--- src/rtl/i2s_rx_deserializer.sv ---
// Philips I2S receiver: synchronizes BCK/LCK/DIN into the clk domain,
// deserializes left/right slots and presents each pair on valid/ready.
// Ports:
//   clk, rst              system clock, synchronous active-high reset
//   bck, lck, din         asynchronous I2S lines
//   out_left, out_right   MSB-aligned two's-complement samples
//   out_valid, out_ready  pair handshake
//   locked                frame alignment acquired (first 1->0 LCK edge)
//   overrun               sticky: a completed pair was dropped
module i2s_rx_deserializer #(
  parameter int unsigned SAMPLE_WIDTH = 24
) (
  input  logic                    clk,
  input  logic                    rst,
  input  logic                    bck,
  input  logic                    lck,
  input  logic                    din,
  output logic [SAMPLE_WIDTH-1:0] out_left,
  output logic [SAMPLE_WIDTH-1:0] out_right,
  output logic                    out_valid,
  input  logic                    out_ready,
  output logic                    locked,
  output logic                    overrun
);

  localparam int unsigned CNT_W = $clog2(SAMPLE_WIDTH + 1);

  typedef enum logic [1:0] {SYNC, LEFT, RIGHT} state_t;

  state_t                  state;
  logic                    bck_m, bck_s, bck_d;
  logic                    lck_m, lck_s;
  logic                    din_m, din_s;
  logic                    lck_prev, lck_prev_ok;
  logic [SAMPLE_WIDTH-1:0] sr;
  logic [SAMPLE_WIDTH-1:0] left_hold;
  logic [CNT_W-1:0]        cnt;
  logic [SAMPLE_WIDTH-1:0] word;
  logic                    bck_rise;
  logic                    slot_end;
  logic                    cnt_room;
  logic                    pair_done;

  // Two-flop synchronizers plus one extra bck stage for edge detection.
  always_ff @(posedge clk) begin
    if (rst) begin
      bck_m <= 1'b0; bck_s <= 1'b0; bck_d <= 1'b0;
      lck_m <= 1'b0; lck_s <= 1'b0;
      din_m <= 1'b0; din_s <= 1'b0;
    end else begin
      bck_m <= bck;  bck_s <= bck_m; bck_d <= bck_s;
      lck_m <= lck;  lck_s <= lck_m;
      din_m <= din;  din_s <= din_m;
    end
  end

  assign bck_rise  = bck_s & ~bck_d;
  assign slot_end  = (lck_s != lck_prev);
  assign cnt_room  = (cnt < CNT_W'(SAMPLE_WIDTH));
  assign pair_done = bck_rise && lck_prev_ok && (state == RIGHT) && slot_end;

  // Shift register with the current bit merged; bits past the word width are dropped.
  always_comb begin
    word = sr;
    for (int i = 0; i < int'(SAMPLE_WIDTH); i++) begin
      if (cnt_room && (i == int'(SAMPLE_WIDTH) - 1 - int'(cnt))) word[i] = din_s;
    end
  end

  // Frame FSM, bit capture and output handshake.
  always_ff @(posedge clk) begin
    if (rst) begin
      state       <= SYNC;
      lck_prev    <= 1'b0;
      lck_prev_ok <= 1'b0;
      sr          <= '0;
      cnt         <= '0;
      left_hold   <= '0;
      out_left    <= '0;
      out_right   <= '0;
      out_valid   <= 1'b0;
      locked      <= 1'b0;
      overrun     <= 1'b0;
    end else begin
      if (bck_rise) begin
        if (!lck_prev_ok) begin
          lck_prev    <= lck_s;
          lck_prev_ok <= 1'b1;
        end else begin
          case (state)
            SYNC: begin
              lck_prev <= lck_s;
              if (lck_prev && !lck_s) begin
                state  <= LEFT;
                locked <= 1'b1;
                sr     <= '0;
                cnt    <= '0;
              end
            end
            LEFT, RIGHT: begin
              if (slot_end) begin
                sr       <= '0;
                cnt      <= '0;
                lck_prev <= lck_s;
                if (state == LEFT) begin
                  left_hold <= word;
                  state     <= RIGHT;
                end else begin
                  state <= LEFT;
                end
              end else if (cnt_room) begin
                sr  <= word;
                cnt <= cnt + CNT_W'(1);
              end
            end
            default: state <= SYNC;
          endcase
        end
      end

      // A new pair replaces the held one only if the held one leaves this cycle.
      if (pair_done) begin
        if (!out_valid || out_ready) begin
          out_left  <= left_hold;
          out_right <= word;
          out_valid <= 1'b1;
        end else begin
          overrun <= 1'b1;
        end
      end else if (out_valid && out_ready) begin
        out_valid <= 1'b0;
      end
    end
  end

endmodule

--- config.mk ---
export PLATFORM = sky130hd
export DESIGN_NAME = i2s_rx_deserializer
export DESIGN_NICKNAME = d
export VERILOG_FILES = /design/src/rtl/i2s_rx_deserializer.sv
export SDC_FILE = /design/constraint.sdc
export NUM_CORES = 1
export LEC_CHECK = 0
export CORE_ASPECT_RATIO = 1.5
export CORE_MARGIN = 2
export CORE_UTILIZATION = 40
export DETAILED_ROUTE_END_ITERATION = 8
export MAX_ROUTING_LAYER = met4
export PLACE_DENSITY = 0.72
export SYNTH_ARGS = -nofsm -noshare
export SYNTH_HDL_FRONTEND = slang
export SYNTH_SLANG_ARGS = --single-unit
--- constraint.sdc ---
create_clock -name clk -period 2.4 [get_ports clk]
set_input_delay 0.72 -clock clk [delete_from_list [all_inputs] [get_ports clk]]
set_output_delay 0.72 -clock clk [all_outputs]
set_load 0.01 [all_outputs]
=== After elaboration in Yosys (flattened, before gate mapping) ===
Cells that the tools add are included.

* Bitwise logic cells: 3
* $lt $le $gt $ge: 1
* Equal/unequal tests: 32
* Reductions and logical operators: 45
* Add/subtract/negate cells: 2
* Multiplexer cells: 42

{| class="wikitable"
|+ Operators with widths
! kind !! count
|-
| $mux 24 || 3
|-
| $eq 5x6->1 const A || 8
|-
| $eq 6x6->1 const A || 8
|-
| $pmux 24 s2 || 1
|-
| $logic_not 32->1 || 1
|-
| $logic_and 1x1->1 || 29
|-
| $mux 1 || 29
|-
| $eq 4x6->1 const A || 4
|-
| $mux 5 || 3
|-
| $eq 3x6->1 const A || 2
|-
| $pmux 5 s2 || 1
|-
| $reduce_and 5->1 || 2
|-
| $reduce_and 4->1 || 2
|-
| $eq 2x6->1 const A || 1
|-
| $mux 2 || 3
|-
| $ne 3x3->1 const B || 2
|-
| $reduce_and 2->1 || 3
|-
| $sub 5x5->6 const A || 1
|-
| $add 5x1->5 const B || 1
|-
| $lt 5x5->1 const B || 1
|-
| $ne 2x2->1 const B || 2
|-
| $pmux 2 s2 || 1
|-
| $reduce_bool 2->1 || 2
|-
| $ne 3x1->1 const B || 1
|-
| other kinds (12) || 14
|}

* Output and inout bits: 51
* Logic and storage cells: 143
* Register bits after elaboration: 115

=== Longest topological paths before layout ===
Gate-level depths: netlist of the first run.

* Depth after elaboration: 7
* Depth in mapped cells: 8
* Mapped depth without buffers: 6

=== Worst setup path before layout of the first run ===
No wires, ideal clock.

* Path kind: register to register
* Start point: register cnt[3]
* End point: register left_hold[4]
* Data required time: 2.261 ns
* Path buffers: 1
* Arrival time: 1.633 ns
* Period minus slack after synthesis: 1.771 ns
* Stages on the path, launching flop included: 8
* Setup slack: 0.629 ns
* Library setup time: 0.139 ns
* Cells stage by stage: dfxtp_1 -> buf_2 -> inv_1 -> ha_1 -> nand3b_1 -> nor3_1 -> mux2i_1 -> a211oi_1

* Cells in the longest elaborated chain, start to end: 4
* Elaborated cells between the ends (all ways): 5
* Those cells by class: add/sub (1); order compare (1); eq/ne (1); mux (1); reduce/logical (1)

{| class="wikitable"
|+ Ends and longest elaborated chain
! what !! RTL line !! RTL
|-
| start, declared || 37 || <nowiki>logic [CNT_W-1:0] cnt;</nowiki>
|-
| start signal, assigned || 113 || <nowiki>cnt <= cnt + CNT_W'(1);</nowiki>
|-
| $sub 5x5->6 || 66 || <nowiki>if (cnt_room && (i == int'(SAMPLE_WIDTH) - 1 - int'(cnt))) word[i] = din_s;</nowiki>
|-
| $eq 4x6->1 || 66 ||
|-
| $logic_and 1x1->1 * || 66 ||
|-
| $mux 1 * || 66 ||
|-
| end signal, assigned || 106 || <nowiki>left_hold <= word;</nowiki>
|-
| end, declared || 36 || <nowiki>logic [SAMPLE_WIDTH-1:0] left_hold;</nowiki>
|}

Mark *: on every way between the ends. The rest lies on a longest branch, timed or not.
A chain may end at the register's enable or synchronous reset.

=== Worst setup path in the final report of the first run ===
Ends and elaborated chain as after synthesis.

==> metrics, run 1 <==
die area ~0.013 mm^2; CTS H-tree lvls 4; clock buffer depth 2; drt total wl 9.56 mm; sequential area share after synthesis 49.3%; grt total ovfl 0; ranking of synthesized cells by area dfxtp_1, a211oi_2, mux2i_1; CP max stage cell dfxtp_1; Post CTS Setup Buffer Count 0; unrepaired setup endpoints after global routing false; CP Capture Type flop; Max-Cap Viols 0; post-layout min period about 2.1 ns; clk sinks around 120; number of enable flip-flop cells after synthesis 0; Worst EP required between 2 and 3 ns; max incr delay on CP between 0.5 and 0.6 ns; Syn Nets about 500; HPWL Detailed roughly 6.5 mm; Mapped Cells 480; Final #Nets around 550; number of buffers created by CTS 17; worst path cell trace inv_1 > ha_1 > nand3b_1 > nor3_1 > mux2i_1 > a211oi_1; first drt pass iteration count 4; Core Area roughly 0.011 mm^2; PD cells just under 800 mW/mm^2; initial core utilization a little over 40%; All-Layer GR Usage 16.5%; Tot Pwr roughly 4.5 mW; Final Setup Violations 0; most common flop cell mapped by yosys dfxtp_1; CTS Hold Buffers Added 0; initial antenna violation count 0; post-synth top area share 49.3%; final slew viol count 0; diode count 0; Post-Layout Cell Count 692; fmax between 0.4 and 0.5 GHz; Lkg Pwr approximately 1.9 nW; status completed; placed cell count between 600 and 700; Worst Skew between 0.004 and 0.005 ns; wire length per cell 13.8 um; drt drc 0; critical path type reg2reg; average size of a mapped cell between 9 and 10 um^2; final antenna-violating net count 0; die span in x slightly above 90 um; Post-Synthesis Cell Area 0.00467 mm^2; io pins 57; post-CTS sizing 0; Worst VDD drop between 0.0004 and 0.0005 V; Rows 48; Data arrival, critical path approximately 2.4 ns; commonest cells in the netlist dfxtp_1, nor2_1, nand2_1, a21oi_1; CTS tree built; Placer Congestion around 0.80; post-layout instance area 0.00590 mm^2; area leader, netlist dfxtp_1; Fin. Hold Viols 0; share of cells above drive strength 1 13.3%; yosys warns 0; largest net degree at the start of global routing 57; Vias 3,481; Die H between 100 and 150 um; worst-margin pin slew ~0.8 ns; clk_lat worst skew 0.41 ns; final period utilization 88.3%; Cell variety after synth 33; flops & latches, synth between 100 and 150; vias per std cell approximately 5.0; Iteration-0 DRC Markers ~160; Crit Path Max Fanout 14; Clock transition at path regs 0.06 ns; R2R Setup Slk between 0.2 and 0.3 ns; clk root buf clkbuf_16; top-count cell post-synth dfxtp_1; Slew headroom approximately 47%; vias in the first global route 3,286; first-pass GRT wire length around 16 mm; Area growth syn-to-layout 26.5%; setup TNS 0 ns; placed cell area about 0.0053 mm^2; Hold Path Class reg2reg; PortBufs 56; post-synthesis async set-or-reset flop share 0%; Startpoint Class flop
## cell families (layout without fill, tap and decap cells)
group	after synthesis	in the layout	share of synthesized area (%)
AOI/OAI and AO/OA	111	111	19.5
adders and majority gates	12	12	3.22
buffers and inverters	46	108	5.87
DFF	115	115	49.3
muxes	26	26	5.57
and+or+nand+nor	170	170	16.5
## final timing paths
path,depth (start not counted),to,startpoint
max reg2reg,6,left_hold[4]$_SDFFE_PP0P_,cnt[3]$_SDFFE_PP0P_
min,1,bck_s$_SDFF_PP0_,bck_m$_SDFF_PP0_
max,6,left_hold[4]$_SDFFE_PP0P_,cnt[3]$_SDFFE_PP0P_
min reg2reg,1,bck_s$_SDFF_PP0_,bck_m$_SDFF_PP0_
## layout make-up
type                       count  area, um^2
fill                        1037        5570
sequential                   115        2300
multi-input combinational    319        2100
timing repair buffer          66         671
clock buffer                  18         429
tap                          150         188
clock inverter                14         178
inverter                      10        37.5
## stage by stage
stage	hold WS, ns	utilization (%)	setup slack, ns
after global placement	0.417	46.2	0.164
after floorplan	0.414	-	0.629
after CTS	0.443	51.5	0.287
final	0.437	51.5	0.280
after detailed placement	0.430	46.2	0.133
after global routing	0.458	51.5	0.0584
## worst max-delay path, delay by kind of cell (launching register included)
family | cells | cell delay [ns]
AOI/OAI and AO/OA | 1 | 0.12
adders and majority gates | 1 | 0.35
buffers and inverters | 1 | 0.09
DFF | 1 | 0.59
muxes | 1 | 0.41
and+or+nand+nor | 2 | 0.41
## metal layers
metal | wire [um] | part of all wire (%) | GRT usage, % | vias up
met1 | 4270 | 45 | 19.8 | 1635
met3 | 310 | 3.2 | 4.88 | 11
li1 | - | - | - | 1774
met2 | 4810 | 50 | 26.2 | 61
met4 | 161 | 1.7 | 6.63 | 0
met5 | 0 | 0 | - | -
## where the power goes
| group | leakage, nW | switching (mW) | internal, mW |
|---|---|---|---|
| combinational | 0.691 | 0.0410 | 0.0227 |
| sequential | 0.927 | 0.00695 | 1.92 |
| clock | 0.284 | 0.915 | 1.64 |
| total | 1.90 | 0.963 | 3.58 |
## sequential cells by signal (all words and copies together) (netlist names), 2 cells and up
signal     count
state          2
left_hold     24
out_left      24
out_right     24
sr            24
cnt            5
## layout by cell type (no fill, tap or decap), types with 10 or more instances in the layout
cell type / Yosys / final
inv_1: 10 / 10
nand2_1: 60 / 60
ha_1: 12 / 12
clkdlybuf4s50_1: 0 / 55
o2bb2ai_1: 24 / 24
dfxtp_1: 115 / 115
a21oi_1: 30 / 30
mux2i_1: 26 / 26
a211oi_1: 26 / 26
clkbuf_16: 0 / 17
nor2_1: 68 / 68
a211oi_2: 22 / 22
No activity file was read; power rests on OpenSTA's default activity.
==> inputs of run 2 (changes only) <==
--- a/config.mk
+++ b/config.mk
@@ -5,12 +5,11 @@
 export SDC_FILE = /design/constraint.sdc
 export NUM_CORES = 1
 export LEC_CHECK = 0
-export CORE_ASPECT_RATIO = 1.5
 export CORE_MARGIN = 2
 export CORE_UTILIZATION = 40
 export DETAILED_ROUTE_END_ITERATION = 8
 export MAX_ROUTING_LAYER = met4
-export PLACE_DENSITY = 0.72
 export SYNTH_ARGS = -nofsm -noshare
 export SYNTH_HDL_FRONTEND = slang
 export SYNTH_SLANG_ARGS = --single-unit
+export TNS_END_PERCENT = 5
==> run 2 against run 1 <==
Die area fell by 0.14%. Via count fell by 0.83%. Clock-buffer cell count rose by 4. Register-to-register slack improved by 0.18 ns. Non-clock buffer count rose by 3. Cell count fell by 0.72%. Fmax rose by 5.6%. Critical endpoint is now out_right[1].
==> metrics, run 2 (synthesis gave the netlist of run 1 again) <==
status completed; Data arrival, critical path 1.29 ns (-1.10 ns); Lkg Pwr 1.93 nW (+1.5%); worst path cell trace clkdlybuf4s50_1; Core Area 0.0114 mm^2 (-0.46%); clk_lat worst skew 0.40 ns (about the same); PortBufs 56 (unchanged); reg2reg start state[0]$_SDFFE_PP0P_; PD cells 775 mW/mm^2 (+0.60%); most frequent cells in the layout dfxtp_1, nor2_1, nand2_1, clkdlybuf4s50_1, a21oi_1; initial core utilization 40.9% (+0.19 points); wire length per cell 14.0 um (+1.5%); first drt pass iteration count 4 (unchanged); Multi-input gate area 0.00210 mm^2 (unchanged); Post CTS Setup Buffer Count 0 (unchanged); CTS tree built; worst-margin pin slew 0.492 ns (-0.302 ns); All-Layer GR Usage 17.1% (+0.60 points); launch point of the worst path out_right[1]$_SDFFE_PP0P_; Worst VDD drop 0.000457 V (+10%); CP max stage cell clkdlybuf4s50_1; Worst Skew 0.00976 ns (+0.00489 ns); Crit Path Max Fanout 2 (-12); CP Capture Type primary output; Rows 39 (-19%); io pins 57 (unchanged); Clock transition at path regs 0.05 ns (about the same); Vias 3,452 (-0.83%); Area growth syn-to-layout 27.0%; Worst Setup EP out_right[1]; Worst EP required 1.68 ns (-0.99 ns); Hold Path Class reg2reg; R2R Setup Slk 0.46 ns (+0.18 ns); commonest non-fill, non-tap cell in the layout dfxtp_1; grt total ovfl 0 (unchanged); Die H 112 um (-18%); final period utilization 83.7% (-4.7 points); Reg area 0.00230 mm^2 (unchanged); vias per std cell 5.02 (-0.11%); Max-Cap Viols 0 (unchanged); first-pass GRT wire length 16.6 mm (+4.0%); Worst path depth 1 (-5); HPWL Detailed 6.48 mm (-0.79%); Final #Nets 550 (+0.55%); clock buffer depth 2 (unchanged); Fin. Hold Viols 0 (unchanged); post-CTS sizing 0 (unchanged); initial antenna violation count 0 (unchanged); Crit path buffers/inverters 1 (unchanged); Startpoint Class flop; largest net degree at the start of global routing 51 (-11%); Final Setup Violations 0 (unchanged); critical path type reg2out; reg2reg end sr[11]$_SDFFE_PP0P_; die span in x 112 um (+22%); unrepaired setup endpoints after global routing false; CP top delay family buffers and inverters; fillcell total 1,069 (+3.1%); Fin Hold WS 0.435 ns (-0.00209 ns); diode count 0 (unchanged); fmax 0.498 GHz (+5.6%); CTS H-tree lvls 4 (unchanged); setup TNS 0 ns (unchanged); Iteration-0 DRC Markers 271 (+72%); max incr delay on CP 0.55 ns (-0.04 ns); drt drc 0 (unchanged); die area 0.0126 mm^2 (-0.14%); Slew headroom 66.3% (+19 points); share of cells above drive strength 1 13.2% (-0.049 points); clk sinks 115 (unchanged); Reg2Reg Depth 6 (unchanged); post-layout min period 2.01 ns (-0.112 ns); CTS Hold Buffers Added 0 (unchanged); vias in the first global route 3,440 (+4.7%); drt total wl 9.63 mm (+0.74%); Placer Congestion 0.803 (about the same); final antenna-violating net count 0 (unchanged); final slew viol count 0 (unchanged); clk root buf clkbuf_16; number of buffers created by CTS 17 (unchanged)
==> run 2: cell types whose count changed in the layout (fill, tap and decap cells not counted), sizes merged <==
cell,previous run,this run
clkbuf,18,22
bufinv,3,4
clkinvlp,4,2
buf,11,14
inv,14,10
==> run 2: power by group <==
part           leakage [nW]  switching (mW)  internal [mW]
sequential            0.927         0.00252           1.92
clock                 0.296           0.818           1.78
combinational         0.708          0.0462         0.0245
==> run 2: worst min path at each step <==
stage	end	slack [ns]	from	cells past startpoint
detailed placement	lck_s$_SDFF_PP0_	0.43	lck_m$_SDFF_PP0_	1
global placement	lck_s$_SDFF_PP0_	0.42	lck_m$_SDFF_PP0_	1
finish	bck_s$_SDFF_PP0_	0.44	bck_m$_SDFF_PP0_	1
global route	din_s$_SDFF_PP0_	0.46	din_m$_SDFF_PP0_	1
CTS	din_s$_SDFF_PP0_	0.44	din_m$_SDFF_PP0_	1
floorplan	bck_s$_SDFF_PP0_	0.41	bck_m$_SDFF_PP0_	1
==> run 2: cell type report <==
class,count,area share [%]
Tap cell,143,3.02
Clock inverter,9,2.60
Multi-Input combinational cell,319,35.4
Sequential cell,115,38.8
Timing Repair Buffer,69,11.7
Clock buffer,22,7.83
Inverter,10,0.633
==> run 2: per-stage QoR <==
stage | area [um^2] | instances | utilization [%] | power [mW] | setup WS (ns)
global placement | 5310 | 656 | 46.5 | 2.03 | 0.142
CTS | 5930 | 687 | 51.9 | 4.65 | 0.360
detailed placement | 5310 | 656 | 46.5 | 2.03 | 0.114
global route | 5930 | 687 | 51.9 | 4.75 | 0.246
floorplan | 4670 | 480 | - | 2.01 | 0.629
finish | 5930 | 687 | 51.9 | 4.59 | 0.392
==> run 2: metal layers <==
metal	wire, um	GRT usage (%)	vias up
met5	0	-	-
met4	54	6.02	0
met3	307	5.35	4
met2	4430	25.4	63
met1	4830	22.3	1600
li1	-	-	1785
==> inputs of run 3 (changes only) <==
==> constraint.sdc (replaced) <==
create_clock -name clk -period 1.7 [get_ports clk]
set_input_delay 0.51 -clock clk [delete_from_list [all_inputs] [get_ports clk]]
set_output_delay 0.51 -clock clk [all_outputs]
set_load 0.01 [all_outputs]
==> run 3 against run 2 <==
Largest power group unchanged. Non-clock buffer count is 44 higher. Die area stayed put. First-iteration DRC count is 14% lower. Sequential cell count stayed put. Sequential share of layout area is 2.7 points lower. Wire length is 18% higher. Largest cell class unchanged. Via count is 8.4% higher. Register-to-register slack worse by 0.46 ns. Sequential power is 41% higher.
==> metrics, run 3 (synthesis gave the netlist of run 1 again) <==
Max-Cap Viols 0 (unchanged); diode count 0 (unchanged); post-layout min period roughly 1.7 ns; drt drc 0 (unchanged); final slew viol count 0 (unchanged); grt total ovfl 0 (unchanged); Metal-1 WL 5.65 mm (+17%); worst-margin pin slew 0.356 ns (-0.137 ns); HPWL Detailed 6.98 mm (+7.7%); Hold Path Class reg2reg; critical path type reg2reg; Post-Layout Cell Count 731 (+6.4%); Area growth syn-to-layout 36.7%; drt total wl 11.3 mm (+18%); most frequent cells in the layout dfxtp_1, nor2_1, nand2_1, dlygate4sd2_1, buf_4; PD cells 992 mW/mm^2 (+28%); placed cell count 690 (+5.2%); met3 WL post-DR 389 um (+27%); io pins 57 (unchanged); fmax just under 0.6 GHz; Clock transition at path regs 0.05 ns (about the same); dpl ws -0.325 ns (-0.440 ns); All-Layer GR Usage 18.1% (+0.93 points); share of cells above drive strength 1 25.3% (+12 points); first drt pass iteration count 5 (+1); Die H 112 um (unchanged); largest net degree at the start of global routing 70 (+37%); fillcell total 1,041 (-2.6%); Fin. Hold Viols 0 (unchanged); vias per std cell 5.12 (+1.8%); CTS tree built; clock buffer depth 2 (unchanged); number of buffers created by CTS 17 (unchanged); wire length per cell 15.5 um (+11%); max layer used met4; final antenna-violating net count 0 (unchanged); Vias 3,741 (+8.4%); die span in x 112 um (unchanged); clk_lat worst skew 0.41 ns (about the same); Crit Path Max Fanout 4 (+2); post-route setup slack 0.00351 ns (-0.388 ns); initial antenna violation count 0 (unchanged); commonest non-fill, non-tap cell in the layout dfxtp_1; first-pass GRT wire length 17.7 mm (+6.1%); Rows 39 (unchanged); Iteration-0 DRC Markers 234 (-14%); Worst VDD drop 0.000649 V (+42%); CTS H-tree lvls 4 (unchanged); Data arrival, critical path 1.97 ns (+0.68 ns); CP Capture Type flop; Core Area 0.0114 mm^2 (unchanged); initial core utilization 40.9% (unchanged); vias in the first global route 3,540 (+2.9%); Final #Nets 594 (+8.0%); Slew headroom 75.6% (+9.4 points); clk root buf clkbuf_16; Final Setup Violations 0 (unchanged); Lkg Pwr 2.44 nW (+26%); final period utilization between 90% and 100%; Multi-input gate area 0.00223 mm^2 (+6.2%); met2 wire len 5.17 mm (+17%); PortBufs 56 (unchanged); die area 0.0126 mm^2 (unchanged); Worst Skew 0.00847 ns (-0.00130 ns); Startpoint Class flop; status completed; Reg area 0.00231 mm^2 (+0.16%); Fin Hold WS 0.432 ns (-0.00298 ns); Placer Congestion 0.773 (-3.7%); Worst EP required 1.98 ns (+0.30 ns); unrepaired setup endpoints after global routing true; clk sinks 115 (unchanged)
==> run 3: timing repair <==
action,4_1_cts,5_1_grt
endpoints found under the setup margin,111,72
buffers inserted,1,5
resized for setup,59,26
hold buffers,0,0
gates cloned,0,4
pin swaps,3,9
==> run 3: area by class of cell <==
cell class	count	area share, %
clock buffer	23	7.65
clock inverter	8	1.59
inverter	10	0.588
multi-input combinational	319	34.9
sequential	115	36.1
tap	143	2.80
timing repair buffer	113	16.3
==> run 3: metrics by stage <==
stage | cell area [um^2] | power [mW] | util (%) | TNS (ns)
final | 6380 | 6.33 | 55.9 | 0
after global routing | 6380 | 6.52 | 55.9 | -2.33
after CTS | 6190 | 6.37 | 54.3 | -0.0457
after detailed placement | 5620 | 2.87 | 49.3 | -13.22
after global placement | 5620 | 2.87 | 49.3 | -11.78
after floorplan | 4710 | 2.84 | - | 0
==> run 3: path summary, 6_finish.rpt <==
kind / end / from / slack [ns] / depth (start not counted)
max reg2reg: left_hold[3]$_SDFFE_PP0P_ / cnt[4]$_SDFFE_PP0P_ / 0.004 / 8
min reg2reg: lck_s$_SDFF_PP0_ / lck_m$_SDFF_PP0_ / 0.43 / 1
max: left_hold[3]$_SDFFE_PP0P_ / cnt[4]$_SDFFE_PP0P_ / 0.004 / 8
min: lck_s$_SDFF_PP0_ / lck_m$_SDFF_PP0_ / 0.43 / 1
==> run 3: worst max-delay path, stage by stage, from the launching register on <==
cell and delay [ns]:
dfxtp_2 0.35, inv_2 0.05, ha_4 0.27, nand3b_1 0.17
buf_4 0.21, nor2_2 0.09, mux2i_1 0.18, buf_4 0.16
a211oi_1 0.07
==> run 3: where the power goes <==
| part | total, mW | switching [mW] | leakage [nW] | internal (mW) |
|---|---|---|---|---|
| combinational | 0.107 | 0.0695 | 1.23 | 0.0372 |
| clock | 3.51 | 1.21 | 0.281 | 2.30 |
| sequential | 2.71 | 0.00376 | 0.929 | 2.71 |
==> run 3: metal layers <==
metal	global-route usage, %	up-vias
li1	-	1868
met1	23.4	1793
met2	27.5	71
met3	4.81	9
met4	6.34	0
met5	-	-
